## config.mk

```make
export PLATFORM = sky130hd
export DESIGN_NAME = writer
export DESIGN_NICKNAME = d
export VERILOG_FILES = /design/src/rtl/writer.sv
export SDC_FILE = /design/constraint.sdc
export NUM_CORES = 1
export LEC_CHECK = 0
export ABC_CLOCK_PERIOD_IN_PS = 5970
export CORE_AREA = 2 2 136 138
export CTS_CLUSTER_SIZE = 20
export DETAILED_ROUTE_END_ITERATION = 10
export DIE_AREA = 0 0 138 140
export PLACE_DENSITY = 0.9
export SLEW_MARGIN = 20
export SYNTH_ARGS = -nofsm -noshare
export SYNTH_HDL_FRONTEND = slang
export SYNTH_SLANG_ARGS = --single-unit
```

## constraint.sdc

```tcl
create_clock -name clk -period 5.97 [get_ports clk]
set_clock_uncertainty 0.15 [all_clocks]
set_input_delay 0.597 -clock clk [delete_from_list [all_inputs] [get_ports clk]]
set_output_delay 0.597 -clock clk [all_outputs]
set_load 0.005 [all_outputs]
```

## src/rtl/writer.sv

```systemverilog
// Streams one NDWORDS-dword record into Avalon-MM memory as little-endian halfword beats.
// First beat one cycle after accept, odone 2*NDWORDS+1 cycles after accept; waitrequest freezes the beat in flight.
module writer #(
  parameter int NDWORDS = 3
) (
  input  logic                   clk,
  input  logic                   reset,
  input  logic [31:0]            baseaddr,
  input  logic [31:0]            index,
  input  logic                   write,
  input  logic [32*NDWORDS-1:0]  data,
  output logic                   iready,
  output logic                   odone,
  output logic                   avm_m0_write,
  output logic [31:0]            avm_m0_address,
  output logic [15:0]            avm_m0_writedata,
  output logic [1:0]             avm_m0_byteenable,
  input  logic                   avm_m0_waitrequest
);

  localparam int NBEATS = 2 * NDWORDS;
  localparam int BW = $clog2(NBEATS);
  localparam logic [BW-1:0] LAST_BEAT = BW'(NBEATS - 1);
  localparam logic [31:0] REC_BYTES = 32'(NDWORDS * 4);

  typedef enum logic [1:0] {IDLE, WRITE, DONE} state_t;

  state_t                state, next_state;
  logic [BW-1:0]         beat;
  logic [32*NDWORDS-1:0] pend_q;
  logic                  accept;
  logic                  beat_acc;
  logic                  last_acc;

  assign accept   = write && iready;
  assign beat_acc = avm_m0_write && !avm_m0_waitrequest;
  assign last_acc = beat_acc && (beat == LAST_BEAT);
  assign avm_m0_byteenable = 2'b11;

  always_ff @(posedge clk or posedge reset) begin
    if (reset) begin
      state <= IDLE;
    end else begin
      state <= next_state;
    end
  end

  always_comb begin
    next_state = state;
    iready     = 1'b0;
    odone      = 1'b0;
    case (state)
      IDLE: begin
        iready = 1'b1;
        if (write) next_state = WRITE;
      end
      WRITE: begin
        if (last_acc) next_state = DONE;
      end
      DONE: begin
        odone      = 1'b1;
        next_state = IDLE;
      end
      default: next_state = IDLE;
    endcase
  end

  // pend_q holds the halfwords not yet presented; it shifts down one halfword per accepted beat
  always_ff @(posedge clk or posedge reset) begin
    if (reset) begin
      beat             <= '0;
      pend_q           <= '0;
      avm_m0_write     <= 1'b0;
      avm_m0_address   <= '0;
      avm_m0_writedata <= '0;
    end else if (accept) begin
      beat             <= '0;
      pend_q           <= data >> 16;
      avm_m0_write     <= 1'b1;
      avm_m0_address   <= baseaddr + index * REC_BYTES;
      avm_m0_writedata <= data[15:0];
    end else if (beat_acc) begin
      beat             <= beat + BW'(1);
      pend_q           <= pend_q >> 16;
      avm_m0_address   <= avm_m0_address + 32'd2;
      avm_m0_writedata <= pend_q[15:0];
      if (last_acc) avm_m0_write <= 1'b0;
    end
  end

endmodule

```

==> implementation parameters <==
Parameter                              Value

Cells and area
  Final nets ... ~1,500
  Fraction of layout instances using a drive strength above 1 ... 0.0437
  Synth-to-layout area growth ... 31.4%
  Share of the core filled with cells in the final layout ... 0.666

STA
  Final setup slack of the worst path ... ~0.86 ns
  Headroom to the max-slew limit ... 0.309
  Clock period minus worst slack ... between 5 and 6 ns
  Total negative slack for setup checks ... 0 ns
  Final number of setup-violating endpoints ... 0
  Maximum achievable frequency ... ~200 MHz
  Worst-Margin Slew ... a little over 1 ns
  Final critical-path share of the clock period ... 0.857
  Fin. max-slew vios ... 0
  RSZ-0062 raised after global routing ... false
  Number of hold violations in the final report ... 0

Synth
  Warning count from the yosys run ... 0
  Adder-cell share of the synthesized area ... 0.0933
  Distinct cell type count after synthesis ... between 60 and 70
  Largest family of logic cells by synthesized area ... simple AND/OR/NAND/NOR gates
  Post-synthesis instance area ... 9010 um2
  Mux cell area share after synthesis ... 0.00222
  Post-synthesis share of cell area spent on xor and xnor gates ... 0.0758
  Post-synthesis average cell area ... 8.11 um2
  Number of enable flip-flop cells after synthesis ... 0
  Compound-gate portion of the synthesized area ... 0.191
  Simple-gate portion of the synthesized area ... 0.231
  Synth async-reset ratio ... 1.00
  Register area share after synthesis ... 0.372
  Most used flip-flop cell after synthesis ... sky130_fd_sc_hd__dfrtp_1
  Flop and latch count out of synthesis ... approximately 130
  Cells after synthesis ... around 1,100

Clock tree
  CTS tree ... done
  Clock Tree Root ... sky130_fd_sc_hd__clkbuf_16
  Post-cts hold buffer count ... 0
  Max H-tree Level ... 4
  Number of gates given a new drive strength after cts ... 0
  Clock buffer count from CTS ... 17
  CTS max path bufs ... 2
  Count of clock tree sinks ... ~130
  Clock-pin transition on the worst setup and hold timing paths ... about 0.06 ns
  Skew-Pair Late Insertion Delay ... ~0.42 ns
  Post CTS Setup Buffer Count ... 0

Place
  DP Wirelength ... 17,900 um
  Number of I/O port buffers ... 212
  Setup slack after placement ... ~0.44 ns
  Routability-driven placement congestion ratio ... ~0.9

Power
  Pleak ... between 5 and 6 nW
  P per Cell Area ... roughly 370 nW/um2
  Peak ir drop on the vdd network ... around 0.23 mV

Critical path
  CP startpoint kind ... input pin
  Data arrival time of the worst path ... between 5 and 6 ns
  Max FO, Critical Path ... 5
  Data required time at the worst endpoint ... about 6.2 ns
  Endpoint class of the critical path ... flip-flop
  Worst setup path class ... input pin to flip-flop

GRT
  Global route total overflow ... 0
  Number of global-route vias before repair ... 8,219
  Number of antenna violations at the first check in global routing ... 1
  GR Util All Layers ... 0.249
  Global-route wire length before repair ... approximately 40,000 um
  Maximum number of pins on one net before global-route repair ... between 150 and 200

Floorplanning
  I/O pin total ... about 220
  Core region area ... ~18,000 um2
  Floorplan row count ... roughly 50
  Die footprint ... a little under 20,000 um2
  Starting density of the core ... 0.507
  Vertical die dimension ... about 140 um
  Chip Width ... 138 um

Status
  Result of the run ... finished clean

Worst hold path
  Hold WC Path Type ... flip-flop to flip-flop

Detailed routing
  1st-pass router iterations ... 5
  DR vias ... 8,557
  Final wirelength ... around 24,000 um
  Remaining routing DRC violations ... 0
  Antenna Nets Post-Route ... 0
  Detail-routed net length per standard cell ... between 15 and 20 um
  Average vias per placed instance ... between 5 and 6
  Number of DRC markers in iteration 0 ... 515

Job
  Number of maximum-capacitance constraint violations ... 0
## worst paths after layout
kind                                        start             endpoint  slack (ns)  cells past startpoint
min in group asynchronous                   reset  avm_m0_writedata[0]        0.58                      2
worst min register to register           state[1]             state[1]        0.33                      1
max in group asynchronous                   reset           pend_q[10]        4.05                      3
worst min-delay path                     state[1]             state[1]        0.33                      1
worst max register to register  avm_m0_address[5]   avm_m0_address[31]        3.24                      8
worst max-delay path                     index[1]   avm_m0_address[31]        0.86                     20
## metrics by stage
stage          hold slack, ns  area (um2)  power [W]  instances
6_report                0.331       11800    0.00443       1534
3_3_place_gp            0.305       11200    0.00334       1501
4_1_cts                 0.329       11800    0.00445       1533
3_5_place_dp            0.316       11200    0.00341       1501
5_1_grt                 0.348       11800    0.00475       1533
2_1_floorplan           0.292        9010    0.00269       1112
## power breakdown
part | total [W] | internal [W] | leakage (nW) | switching [W]
sequential | 0.00155 | 0.00128 | 1.72 | 0.000270
combinational | 0.00185 | 0.000915 | 3.27 | 0.000939
clock | 0.00103 | 0.000593 | 0.285 | 0.000434
total | 0.00443 | 0.00279 | 5.28 | 0.00164
## cell families (layout without fill, tap and decap cells)
group | count (synthesis) | after routing
multiplexers | 2 | 2
buffers and inverters | 74 | 266
adder cells (fa/ha/maj) | 66 | 66
AO/OA/AOI/OAI | 263 | 263
AND/OR/NAND/NOR | 493 | 493
flip-flops | 134 | 134
XOR/XNOR | 78 | 78
other | 1 | 3
## per-layer routing
layer  vias to the layer above  wire length (um)  global-route usage
li1                       4242                 -                   -
met4                         0               414              0.0714
met5                         -                 0                   0
met1                      4008             10100               0.305
met3                        31              1740              0.0691
met2                       276             11900               0.431
## critical path, stage by stage
cell	delay [ns]
sky130_fd_sc_hd__clkdlybuf4s50_1	0.54
sky130_fd_sc_hd__ha_1	0.21
sky130_fd_sc_hd__fa_1	0.21
sky130_fd_sc_hd__a21o_1	0.14
sky130_fd_sc_hd__nand4_1	0.13
sky130_fd_sc_hd__a21oi_1	0.30
sky130_fd_sc_hd__o211ai_1	0.18
sky130_fd_sc_hd__a21oi_1	0.22
sky130_fd_sc_hd__o21ai_0	0.14
sky130_fd_sc_hd__a21oi_1	0.27
sky130_fd_sc_hd__nor4_1	0.08
sky130_fd_sc_hd__a311o_1	0.33
sky130_fd_sc_hd__ha_1	0.37
sky130_fd_sc_hd__and2_1	0.18
sky130_fd_sc_hd__and3_1	0.20
sky130_fd_sc_hd__nand4_1	0.16
sky130_fd_sc_hd__o31ai_4	0.30
sky130_fd_sc_hd__a221oi_2	0.11
sky130_fd_sc_hd__or4_1	0.52
sky130_fd_sc_hd__nand4_1	0.11
## final cells by class
class,instances,area (um2)
timing repair buffer,216,2150
fill,1431,5940
tap,229,287
antenna,1,2.50
sequential,134,3350
inverter,18,72.6
clock buffer,17,425
clock inverter,15,164
multi-input combinational,904,5390
## cell usage in the layout, fill, tap and decap left out, drive strengths merged, types with 34 or more instances in the layout
cell / instances
a21oi: 46
nor2: 115
dfrtp: 134
nand2: 272
ha: 64
o21ai: 48
a31oi: 90
xnor2: 47
nand3: 34
clkdlybuf4s50: 212
## cells in the mapped netlist, types with 21 or more instances
cell / number / area share
sky130_fd_sc_hd__nor2_1: 115 / 0.048
sky130_fd_sc_hd__nand3_1: 34 / 0.019
sky130_fd_sc_hd__a31oi_1: 88 / 0.061
sky130_fd_sc_hd__ha_1: 64 / 0.089
sky130_fd_sc_hd__xnor2_1: 47 / 0.046
sky130_fd_sc_hd__nand2_1: 271 / 0.11
sky130_fd_sc_hd__clkbuf_1: 43 / 0.018
sky130_fd_sc_hd__a21oi_1: 46 / 0.026
sky130_fd_sc_hd__dfrtp_1: 134 / 0.37
sky130_fd_sc_hd__o21ai_0: 42 / 0.023
sky130_fd_sc_hd__a21o_1: 21 / 0.017
sky130_fd_sc_hd__xor2_1: 31 / 0.030
## registers in the layout, summed over array words and instances (netlist names)
signal / count
pend_q: 80
avm_m0_address: 32
avm_m0_writedata: 16
beat: 3
state: 2
avm_m0_write: 1
Note: power is estimated with default switching activity, not from simulation.
